--- config.mk ---
export PLATFORM = sky130hd
export DESIGN_NAME = corr_result_buffer
export DESIGN_NICKNAME = d
export VERILOG_FILES = /design/src/rtl/corr_result_buffer.sv
export SDC_FILE = /design/constraint.sdc
export NUM_CORES = 1
export LEC_CHECK = 0
export ABC_CLOCK_PERIOD_IN_PS = 5300
export BUFFER_PORTS_ARGS = -buffer_cell sky130_fd_sc_hd__buf_2
export CAP_MARGIN = 20
export CORE_MARGIN = 2
export CORE_UTILIZATION = 40
export CTS_BUF_LIST = sky130_fd_sc_hd__clkbuf_4 sky130_fd_sc_hd__clkbuf_8 sky130_fd_sc_hd__clkbuf_16
export DETAILED_ROUTE_END_ITERATION = 6
export PLACE_DENSITY = 0.66
export SLEW_MARGIN = 20
export SYNTH_ARGS = -nofsm -noshare
export SYNTH_HDL_FRONTEND = slang
export SYNTH_SLANG_ARGS = --single-unit
--- constraint.sdc ---
create_clock -name clk -period 5.3 [get_ports clk]
set_input_delay 1.06 -clock clk [delete_from_list [all_inputs] [get_ports clk]]
set_output_delay 1.06 -clock clk [all_outputs]
set_load 0.02 [all_outputs]
--- src/rtl/corr_result_buffer.sv ---
// corr_result_buffer: ping-pong capture of correlator integrals with epoch stamps,
// exposed to the CPU through a registered read port and an explicit release handshake.
module corr_result_buffer #(
    parameter int NWORDS = 6,
    parameter int ADDR_W = 4
) (
    input  logic                  clk,
    input  logic                  reset_n,
    input  logic                  epoch,
    input  logic                  flush,
    input  logic [16*NWORDS-1:0]  corr_in,
    input  logic                  rd_en,
    input  logic [ADDR_W-1:0]     rd_addr,
    input  logic                  rd_release,
    input  logic                  ovf_clr,
    output logic [15:0]           rd_data,
    output logic                  data_ready,
    output logic                  overflow
);
    typedef enum logic [1:0] {EMPTY = 2'd0, ONE = 2'd1, FULL = 2'd2} occ_t;
    occ_t occ, occ_nx;
    logic epoch_d, wr_ptr, rd_ptr, store, advance, drop;
    logic [15:0] epoch_cnt, word;
    logic [16*NWORDS-1:0] set_mem [2];
    logic [15:0] stamp_mem [2];
    always_comb begin
        occ_nx  = occ;
        store   = 1'b0;
        advance = 1'b0;
        drop    = 1'b0;
        case (occ)
            EMPTY: begin
                store  = epoch_d;
                occ_nx = epoch_d ? ONE : EMPTY;
            end
            ONE: begin
                store   = epoch_d;
                advance = rd_release;
                occ_nx  = (epoch_d && !rd_release) ? FULL : (!epoch_d && rd_release) ? EMPTY : ONE;
            end
            default: begin
                // a same-edge release frees the oldest slot, which is exactly where wr_ptr points
                store   = epoch_d && rd_release;
                advance = rd_release;
                drop    = epoch_d && !rd_release;
                occ_nx  = (rd_release && !epoch_d) ? ONE : FULL;
            end
        endcase
        if (flush) begin
            occ_nx  = EMPTY;
            store   = 1'b0;
            advance = 1'b0;
            drop    = 1'b0;
        end
    end
    always_ff @(posedge clk or negedge reset_n)
        if (!reset_n) occ <= EMPTY;
        else occ <= occ_nx;
    always_ff @(posedge clk or negedge reset_n)
        if (!reset_n) begin
            epoch_d   <= 1'b0;
            epoch_cnt <= 16'h0;
            wr_ptr    <= 1'b0;
            rd_ptr    <= 1'b0;
            overflow  <= 1'b0;
            rd_data   <= 16'h0;
        end else if (flush) begin
            epoch_d   <= 1'b0;
            epoch_cnt <= 16'h0;
            wr_ptr    <= 1'b0;
            rd_ptr    <= 1'b0;
            overflow  <= 1'b0;
        end else begin
            epoch_d   <= epoch;
            epoch_cnt <= epoch_d ? epoch_cnt + 16'd1 : epoch_cnt;
            wr_ptr    <= wr_ptr ^ store;
            rd_ptr    <= rd_ptr ^ advance;
            overflow  <= drop | (overflow & ~ovf_clr);
            rd_data   <= rd_en ? word : rd_data;
        end
    always_ff @(posedge clk)
        if (store) begin
            set_mem[wr_ptr]   <= corr_in;
            stamp_mem[wr_ptr] <= epoch_cnt + 16'd1;
        end
    always_comb begin
        word = 16'h0;
        for (int j = 0; j < NWORDS; j++)
            if (rd_addr == ADDR_W'(j)) word = set_mem[rd_ptr][16*j +: 16];
        if (rd_addr == ADDR_W'(NWORDS)) word = stamp_mem[rd_ptr];
        if (rd_addr == ADDR_W'(NWORDS + 1)) word = {13'b0, overflow, occ};
    end
    assign data_ready = (occ != EMPTY);
endmodule
### After elaboration in Yosys (flattened, before gate mapping)

Memory sizes are Yosys's and may differ from the RTL's.
Index checks and enable logic that the tools add are counted.

* bits in registers: 38
* memory bits (writable): 224
* input port bits: 107
* word-level logic and storage cells: 63
* memories: 2

Memories
* set_mem: words 2, width 96, rd ports 1, clocked after Yosys merged registers in 0, wr ports 1, RTL line 24 `logic [16*NWORDS-1:0] set_mem [2];`
* stamp_mem: words 2, width 16, rd ports 1, clocked after Yosys merged registers in 0, wr ports 1, RTL line 25 `logic [15:0] stamp_mem [2];`

* $add $sub $neg: 1
* equality and inequality tests: 8
* multiplexer cells: 28
* bitwise operators: 6
* reduce and logical (&&, ||, !) cells: 11

Operators by type and width (number)
* 2-to-1 mux 16 bit: 10
* adder 16 x 1 -> 16 bit, second input constant: 1
* equality test 4 x 3 -> 1 bit, second input constant: 4
* 2-to-1 mux 1 bit: 14
* equality test 4 x 2 -> 1 bit, second input constant: 2
* 2-to-1 mux 2 bit: 3
* equality test 4 x 1 -> 1 bit, second input constant: 1
* logical NOT 4 bit: 1
* one-hot mux 2 bit (2 select lines): 1
* nonzero test 2 bit: 2
* logical AND 1 bit: 3
* equality test 2 x 1 -> 1 bit, second input constant: 1
* logical NOT 1 bit: 2
* logical NOT 2 bit: 1
* inverter 1 bit: 2
* AND reduction 2 bit: 1
* OR reduction 2 bit: 1
* XOR 1 bit: 2
* bitwise AND 1 bit: 1
* OR 1 bit: 1

### Longest topological paths before layout

Gate-level depths: netlist of run 1.

* depth after elaboration: 9
* gate-level depth with buffers: 7

### Worst setup path after synthesis of run 1

No wires, ideal clock.

* kind: input -> register
* start: in flush
* end: mem set_mem[1][0] in the netlist's numbering (enable)
* arrival: 4052 ps
* data required time: 4815 ps
* slack: 763 ps
* cell stages on the path: 3
* cell sequence: clkbuf_1 -> nor2_1 -> ha_1

* cells in the longest elaborated chain, start to end: 3

RTL lines
* start, declared: RTL line 10 `input logic flush,`
* 2-to-1 mux 1 bit: RTL line 49 `if (flush) begin`
* 2-to-1 mux 1 bit: RTL line 82 `if (store) begin`
* 2-to-1 mux 1 bit (not written as such): RTL line 83 `set_mem[wr_ptr] <= corr_in;`
* end, declared: RTL line 24

No other way between the ends.

### Final worst setup path of run 1

* start: reg epoch_d
* end: mem set_mem[0][85] in the netlist's numbering (enable)

* cells in the longest elaborated chain, start to end: 5

RTL lines
* start, declared: RTL line 22 `logic epoch_d, wr_ptr, rd_ptr, store, advance, drop;`
* start signal, assigned: RTL line 74 `epoch_d <= epoch;`
* logical AND 1 bit: RTL line 43 `store = epoch_d && rd_release;`
* 2-to-1 mux 1 bit (*): RTL line 31 `case (occ)`
* 2-to-1 mux 1 bit (*): RTL line 49
* 2-to-1 mux 1 bit (*): RTL line 82
* 2-to-1 mux 1 bit (not written as such) (*): RTL line 83

Every way passes the cells marked *; elsewhere a longest branch is shown, timed or not.

==> results of run 1 <==
## layer usage
metal  share of wire  GRT usage  vias up
met5               0          0        -
met4           0.017    0.03223        0
met3            0.10    0.05602       32
met2            0.43     0.2392      220
met1            0.46     0.2484     2957
li1                -          -     2788
## kinds of logic after synthesis
group,after synthesis,synth area share
adder cells (fa/ha/maj),6,0.007054
multiplexers,103,0.1137
buffers and inverters,50,0.02292
flip-flops,262,0.7214
AND/OR/NAND/NOR,110,0.05443
XOR/XNOR,23,0.01893
AO/OA/AOI/OAI,101,0.06160
## state kept, by name (all words and copies together), names as in the netlist
| register | cells |
|---|---|
| epoch_d | 1 |
| occ | 2 |
| rd_data | 16 |
| overflow | 1 |
| set_mem | 192 |
| wr_ptr | 1 |
| rd_ptr | 1 |
| stamp_mem | 32 |
| epoch_cnt | 16 |
## through the flow
stage	power (uW)	cells
finish	4349	1130
global route	4496	1129
CTS	4378	1129
detailed placement	2676	1080
global placement	2673	1080
floorplan	2531	655
## area by class of cell
| cell class | count | area [um2] | area share |
|---|---|---|---|
| multi-input combinational | 343 | 2754 | 0.2224 |
| sequential | 262 | 7681 | 0.6203 |
| timing repair buffer | 131 | 685.7 | 0.05537 |
| clock buffer | 33 | 726.9 | 0.05870 |
| tap | 335 | 419.2 | 0.03385 |
| clock inverter | 16 | 80.08 | 0.006467 |
| antenna | 1 | 2.502 | 0.0002021 |
| inverter | 9 | 33.78 | 0.002728 |
## placed cells by master (no fill, tap or decap), types with 15 or more instances in the layout
master     synthesis  layout
clkbuf_16          0      27
a21oi_1           20      20
dfrtp_1           38      37
mux2i_1           77      77
o21ai_0           15      15
nor2_1            35      35
o22ai_1           20      20
edfxtp_1         224     224
buf_2             12     124
nand2_1           21      21
## worst paths after layout
kind | startpoint | end | slack, ns
worst max-delay path | epoch_d$_DFF_PN0_ | set_mem[0][85]$_DFFE_PP_ | 2.29
max in group asynchronous | reset_n | rd_ptr$_DFF_PN0_ | 4.00
worst min register to register | rd_data[9]$_DFFE_PN0P_ | rd_data[9]$_DFFE_PN0P_ | 0.51
worst max register to register | epoch_d$_DFF_PN0_ | set_mem[0][85]$_DFFE_PP_ | 2.29
min in group asynchronous | reset_n | epoch_d$_DFF_PN0_ | 0.64
worst min-delay path | rd_data[9]$_DFFE_PN0P_ | rd_data[9]$_DFFE_PN0P_ | 0.51
## critical path: stages (launching register included)
cell	delay, ns
dfrtp_1	0.76
ha_1	0.26
mux2i_1	0.07
nor2_1	0.30
ha_4	0.68
buf_4	0.56
## power breakdown
part           total (uW)  switching [uW]  internal, uW
clock                1710             743           971
sequential           2330            34.0          2300
combinational         303             188           114
total                4350             966          3380
==> reports/qor.yml, run 1 <==
outcome:
  status: "finished, final reports clean"
worst_setup_path:
  reg2reg_depth: 5
  cp-start-kind: "flop"
  required_ns: 5.47
  critPathKind: "flop to flop"
  cp_max_fo: 50
  cp.arrival_ns: 3.18
  end_kind: "flop"
yosys:
  ys_seq_elements: 262
  synth_edf_count: 224
  synth-main-ff-cell: "edfxtp_1"
  async_flop_share: 0.1450
  syn_area_per_cell_um2: 16.25
  synth-seq-area-share: 0.7214
  syn_inst: 655
  synthMostInstantiatedCell: "edfxtp_1"
  ys_types: 49
  synthTopCellsByCount: "edfxtp_1 (224), mux2i_1 (77), dfrtp_1 (38)"
  syn_nets: 768
  synth_area_mm2: 0.01064
  ys_warn_count: 0
  synth_area_leader_cell: "edfxtp_1"
  synthTopCellsByArea: "edfxtp_1 (63%), dfrtp_1 (8.9%), mux2i_1 (7.2%)"
  synth_top_cell_area_share: 0.6320
floorplanning:
  die_area_mm2: 0.02793
  rows: 59
  fp.coreArea_mm2: 0.02606
  dieWidth_um: 167.1
  ios: 125
  start_util: 0.4084
  die_height_um: 167.1
cts:
  cts_setup_buffers: 0
  clock_path_buffers: 3
  ctsResizeCount: 0
  cts_tree: "done"
  clock_sinks: 262
  clkTransAtPathRegs_ns: 0.06
  cts_buffers: 27
  insertion_delay_ns: 0.53
  cts_root_buf: "clkbuf_16"
  postCtsHoldBufs: 0
  htreeDepth: 1
power_and_ir_drop:
  power.density_mw_per_mm2: 351.2
  ir_drop_uv: 268.0
  p_leak_uw: 0.004313
detailed_routing:
  drtAntennaViolNets: 0
  drtIter0Drc: 541
  wl_um: 23570
  dr_total_vias: 5997
  route.detailed.drc: 0
  wl_per_cell_um: 20.86
  routed_via_density: 5.307
  dr.pass1.iters: 5
timing:
  final_hold_viol_count: 0
  setup-violations-final: 0
  period_share: 0.5680
  period_minus_slack_ns: 3.010
  fin_hold_ws_ns: 0.5071
  slew_headroom: 0.4084
  fmax_mhz: 332.2
  worstMarginPinSlew_ns: 0.8874
  setup_ws_ns: 2.290
  rsz0062_at_grt: "false"
  report.final.slew_viol_count: 0
  timing.clock.skew_ns: 0.01435
  tns_ns: 0
job:
  drv_cap: 0
placement:
  placed_area_mm2: 0.01157
  pre_cts_ws_ns: 1.767
  place_hpwl_um: 16260
  io_buffers: 124
  finalWeightedCongestion: 0.8498
worst_hold_path:
  min_path_cells: 2
  hold_path.class: "flop to flop"
grt:
  grt_use_total: 0.1665
  grt_pass1_vias: 6005
  grt-ovfl-total: 0
  grt_pass1_wl_um: 35740
  antenna_found_initial: 0
  grt_start_max_net_pins: 55
finish:
  nFillCells: 2250
  final_nets: 887
  area_growth_pct: 16.35
  final_area_mm2: 0.01238
  drive_gt1_frac: 0.2544
  fin_util: 0.4752
Note: power is estimated with default switching activity, not from simulation.
==> run 2: changes to the inputs <==
Settings changed: ABC_CLOCK_PERIOD_IN_PS 5300 to 2700, PLACE_DENSITY 0.66 to 0.69.
Clock period 5.3 ns to 2.7 ns, I/O delays scaled along.
==> reports/qor.yml, run 2 (synthesis gave the netlist of run 1 again) <==
detailed_routing:
  wl_um: 23130  # -1.8%
  dr.pass1.iters: 4  # -1
  drtIter0Drc: 574  # +6.1%
  route.detailed.drc: 0  # unchanged
  dr_total_vias: 6085  # +1.5%
  routed_via_density: 5.333  # +0.49%
  wl_per_cell_um: 20.27  # -2.8%
  drtAntennaViolNets: 0  # unchanged
cts:
  clock_sinks: 262  # unchanged
  postCtsHoldBufs: 0  # unchanged
  cts_tree: "done"
  clock_path_buffers: 3  # unchanged
  htreeDepth: 1  # unchanged
  cts_buffers: 26  # -3.7%
  ctsResizeCount: 0  # unchanged
  cts_root_buf: "clkbuf_16"
  insertion_delay_ns: 0.53  # about the same
  cts_setup_buffers: 0  # unchanged
  clkTransAtPathRegs_ns: 0.06  # about the same
timing:
  rsz0062_at_grt: "false"
  fin_hold_ws_ns: 0.01230  # -0.4948 ns
  tns_ns: 0  # unchanged
  final_hold_viol_count: 0  # unchanged
  period_minus_slack_ns: 2.027
  report.final.slew_viol_count: 0  # unchanged
  slew_headroom: 0.5370  # +0.1287
  worstMarginPinSlew_ns: 0.6913  # -0.1961 ns
  period_share: 0.7506
  timing.clock.skew_ns: 0.01290  # -0.001450 ns
  setup-violations-final: 0  # unchanged
  fmax_mhz: 493.5
placement:
  io_buffers: 124  # unchanged
  place_hpwl_um: 16250  # about the same
  dp_cells: 1094  # +1.3%
  finalWeightedCongestion: 0.8759  # +3.1%
worst_setup_path:
  reg2reg_from: "rd_ptr$_DFF_PN0_"
  reg2reg_slack_ns: 0.68  # -1.61 ns
  reg2reg_depth: 6  # +1
  cp-start-kind: "flop"
  cp.arrival_ns: 1.49  # -1.69 ns
  r2r-end: "rd_data[9]$_DFFE_PN0P_"
  critPathKind: "flop to primary output"
  end_kind: "primary output"
  required_ns: 2.16  # -3.31 ns
  cp_max_fo: 4  # -92%
power_and_ir_drop:
  power.density_mw_per_mm2: 692.5  # +97%
  ir_drop_uv: 503.6  # +88%
  p_leak_uw: 0.004406  # +2.1%
floorplanning:
  die_height_um: 167.1  # unchanged
  fp.coreArea_mm2: 0.02606  # unchanged
  die_area_mm2: 0.02793  # unchanged
  dieWidth_um: 167.1  # unchanged
  start_util: 0.4084  # unchanged
  ios: 125  # unchanged
  rows: 59  # unchanged
finish:
  largest_register_ff_count: 192  # unchanged
  final_nets: 900  # +1.5%
  reg_top3: "set_mem x192, stamp_mem x32"
  fin_util: 0.4836  # +0.008355
  instances_no_fill: 1141  # +0.97%
  regMostFlops: "set_mem"
  drive_gt1_frac: 0.2717  # +0.01730
  diodes: 0  # -1
  final_cell_mix: "edfxtp_1 (224), buf_2 (124), mux2i_1 (77)"
  final_common_cell: "edfxtp_1"
  area_growth_pct: 18.40
  nFillCells: 2152  # -4.4%
grt:
  grt_use_total: 0.1631  # -0.003446
  grt-ovfl-total: 0  # unchanged
  antenna_found_initial: 0  # unchanged
  grt_start_max_net_pins: 81  # +47%
  grt_pass1_vias: 6039  # +0.57%
  grt_pass1_wl_um: 34990  # -2.1%
outcome:
  status: "finished, final reports clean"
job:
  drv_cap: 0  # unchanged
worst_hold_path:
  hold_path.class: "input port to asynchronous set/reset pin"
## run 2: worst max path at each step
| stage | endpoint | from | cells past startpoint |
|---|---|---|---|
| 2_1_floorplan | set_mem[1][0]$_DFFE_PP_ | epoch_d$_DFF_PN0_ | 5 |
| 3_3_place_gp | rd_data[4]$_DFFE_PN0P_ | rd_addr[1] | 5 |
| 3_5_place_dp | rd_data[2]$_DFFE_PN0P_ | rd_addr[1] | 5 |
| 4_1_cts | data_ready | occ[0]$_DFF_PN0_ | 2 |
| 5_1_grt | rd_data[9]$_DFFE_PN0P_ | rd_ptr$_DFF_PN0_ | 6 |
| 6_report | data_ready | occ[0]$_DFF_PN0_ | 2 |
## run 2: worst max-delay path, cell delays in order, from the launching register on
cell and delay [ns]:
dfrtp_1 0.45, or2_2 0.33, buf_2 0.17
## run 2: where the power goes
part           switching (uW)  internal [uW]  leakage, uW
clock                    1510           2030     0.000414
sequential               50.3           4510      0.00256
combinational             383            243      0.00143
total                    1940           6780      0.00441
## run 2: cell type report
cell class	count	area, um2	share of cell area
tap	335	419.2	0.03326
clock inverter	18	166.4	0.01321
timing repair buffer	145	865.8	0.06871
sequential	262	7681	0.6096
inverter	9	33.78	0.002681
clock buffer	29	685.7	0.05441
multi-input combinational	343	2749	0.2182
## run 2: per-stage QoR
| stage | setup WS, ns | total power, uW | area, um2 |
|---|---|---|---|
| after floorplan | -0.2976 | 4965 | 10650 |
| final | 0.6735 | 8726 | 12600 |
| after global routing | 0.5306 | 9006 | 12600 |
| after global placement | 0.3436 | 5259 | 11750 |
| after CTS | 0.6361 | 8796 | 12600 |
| after detailed placement | 0.2565 | 5270 | 11750 |
## run 2: metal layers
layer	global-route usage	up-vias	routed length (um)
li1	-	2814	-
met1	0.2328	3014	10060
met3	0.06074	34	2494
met4	0.03411	0	389
met2	0.2405	223	10190
met5	0	-	0
==> run 3: changes to the inputs <==
Settings changed: ABC_CLOCK_PERIOD_IN_PS 2700 to 2029, PLACE_DENSITY 0.69 to 0.66.
Clock period 2.7 ns to 2.03 ns, I/O delays scaled along.
==> reports/qor.yml, run 3 (synthesis gave the netlist of run 1 again) <==
finish:
  largest_register_ff_count: 192  # unchanged
  reg_top3: "set_mem x192, stamp_mem x32"
  regMostFlops: "set_mem"
  final_cell_mix: "edfxtp_1 (224), buf_2 (124), mux2i_1 (77)"
  area_growth_pct: 21.30
  drive_gt1_frac: 0.2864  # +0.01470
  final_area_mm2: 0.01291  # +2.5%
  final_common_cell: "edfxtp_1"
  diodes: 0  # unchanged
  final_nets: 918  # +2.0%
power_and_ir_drop:
  p_leak_uw: 0.004568  # +3.7%
  ir_drop_uv: 684.4  # +36%
  power.density_mw_per_mm2: 928.9  # +34%
timing:
  timing.clock.skew_ns: 0.01243  # -0.0004644 ns
  slew_headroom: 0.5625  # +0.02545
  rsz0062_at_grt: "false"
  final_hold_viol_count: 0  # unchanged
  setup-violations-final: 0  # unchanged
  worstMarginPinSlew_ns: 0.6533  # -0.03800 ns
  period_minus_slack_ns: 1.965
  fin_hold_ws_ns: 0.05675  # +0.04445 ns
  fmax_mhz: 509.0
  period_share: 0.9679
  report.final.slew_viol_count: 0  # unchanged
detailed_routing:
  drtAntennaViolNets: 0  # unchanged
  drtIter0Drc: 502  # -13%
  dr_total_vias: 6188  # +1.7%
  dr.pass1.iters: 5  # +1
  routed_via_density: 5.339  # +0.11%
  route.detailed.drc: 0  # unchanged
  wl_per_cell_um: 20.80  # +2.6%
  wl_um: 24100  # +4.2%
cts:
  cts_root_buf: "clkbuf_16"
  htreeDepth: 1  # unchanged
  clock_sinks: 262  # unchanged
  cts_buffers: 27  # +3.8%
  insertion_delay_ns: 0.53  # about the same
  clkTransAtPathRegs_ns: 0.06  # about the same
  cts_tree: "done"
  cts_setup_buffers: 0  # unchanged
  clock_path_buffers: 3  # unchanged
outcome:
  status: "finished, final reports clean"
worst_setup_path:
  critPathKind: "flop to primary output"
  end_kind: "primary output"
  required_ns: 1.62  # -0.54 ns
  cp_max_fo: 4  # unchanged
  cp-start-kind: "flop"
  cp.arrival_ns: 1.56  # +0.07 ns
  cp_slowest_stage_delay_ns: 0.39  # -0.06 ns
  crit_chain: "buf_4 > or2_2 > buf_2"
  cp_slowest_cell: "dfrtp_1"
grt:
  grt_start_max_net_pins: 30  # -63%
  grt_pass1_vias: 6298  # +4.3%
  met3_usage: 0.05909  # -0.001654
  antenna_found_initial: 0  # unchanged
  grt-ovfl-total: 0  # unchanged
  grt.busiest_layer: "met2"
  grt_pass1_wl_um: 36240  # +3.6%
  grtUsageMet1: 0.2410  # +0.008197
  met2_usage: 0.2560  # +0.01557
  grt_use_total: 0.1696  # +0.006546
placement:
  io_buffers: 124  # unchanged
  placed_area_mm2: 0.01199  # +2.1%
  finalWeightedCongestion: 0.8220  # -6.2%
  place_hpwl_um: 17160  # +5.6%
floorplanning:
  fp.coreArea_mm2: 0.02606  # unchanged
  start_util: 0.4084  # unchanged
  die_height_um: 167.1  # unchanged
  die_area_mm2: 0.02793  # unchanged
  ios: 125  # unchanged
  rows: 59  # unchanged
  dieWidth_um: 167.1  # unchanged
job:
  drv_cap: 0  # unchanged
worst_hold_path:
  hold_path.class: "input port to flop"
==> run 3: changes by cell type in the layout (fill, tap and decap cells not counted), sizes merged <==
cell	before	now
buf	145	161
clkinv	13	11
clkbuf	29	32
inv	8	10
bufinv	2	4
dlygate4sd3	0	1
clkinvlp	4	0
==> run 3: per-layer routing <==
layer,vias to the layer above,part of all wire,wire [um]
li1,2850,-,-
met1,3090,0.45,10950
met2,215,0.44,10650
met3,33,0.089,2138
met4,0,0.015,364
met5,-,0,0
==> run 3: worst max-delay path: cells and delay by family, from the launching register on <==
| kind | cells | cell delay [ns] |
|---|---|---|
| buffers and inverters | 2 | 0.34 |
| and+or+nand+nor | 1 | 0.29 |
| DFF | 1 | 0.39 |
==> run 3: timing repair <==
item,CTS,global route
gates resized for setup,0,0
hold buffers,1,0
hold endpoints to repair,17,0
==> run 3: area by class of cell <==
| type | instances | area [um2] |
|---|---|---|
| repair buffers | 162 | 1121 |
| well taps | 335 | 419.2 |
| inverters | 9 | 33.78 |
| clock inverters | 16 | 190.2 |
| multi-input cells | 343 | 2751 |
| flip-flops and latches | 262 | 7681 |
| fillers | 2204 | 13150 |
| clock buffers | 32 | 713.2 |
==> run 3: stage by stage <==
step           setup TNS (ns)  utilization  power (uW)  std cells  setup WS (ns)
2_1_floorplan          -48.16            -        6608        655        -0.2150
3_3_place_gp           -1.850       0.4603        7046       1110        -0.1666
3_5_place_dp           -2.117       0.4603        7063       1110        -0.1913
4_1_cts                     0       0.4953       12100       1159        0.03301
5_1_grt                     0       0.4954       12360       1159       0.006771
6_report                    0       0.4954       11990       1159        0.06526
==> run 3: final timing paths <==
check,startpoint,cells after the start,slack [ns],end
setup / recovery,occ[1]$_DFF_PN0_,3,0.07,data_ready
hold / removal,corr_in[39],1,0.06,set_mem[1][39]$_DFFE_PP_
setup reg to reg,epoch_d$_DFF_PN0_,5,0.14,set_mem[1][26]$_DFFE_PP_
hold reg to reg,rd_data[4]$_DFFE_PN0P_,2,0.51,rd_data[4]$_DFFE_PN0P_
max in group asynchronous,reset_n,3,1.10,rd_data[14]$_DFFE_PN0P_
min in group asynchronous,reset_n,2,0.36,epoch_cnt[9]$_DFFE_PN0P_
==> run 3: report_power, final <==
part           internal, uW  switching, uW
Combinational           361            529
Sequential             6000           65.1
Clock                  3020           2020
Total                  9380           2610
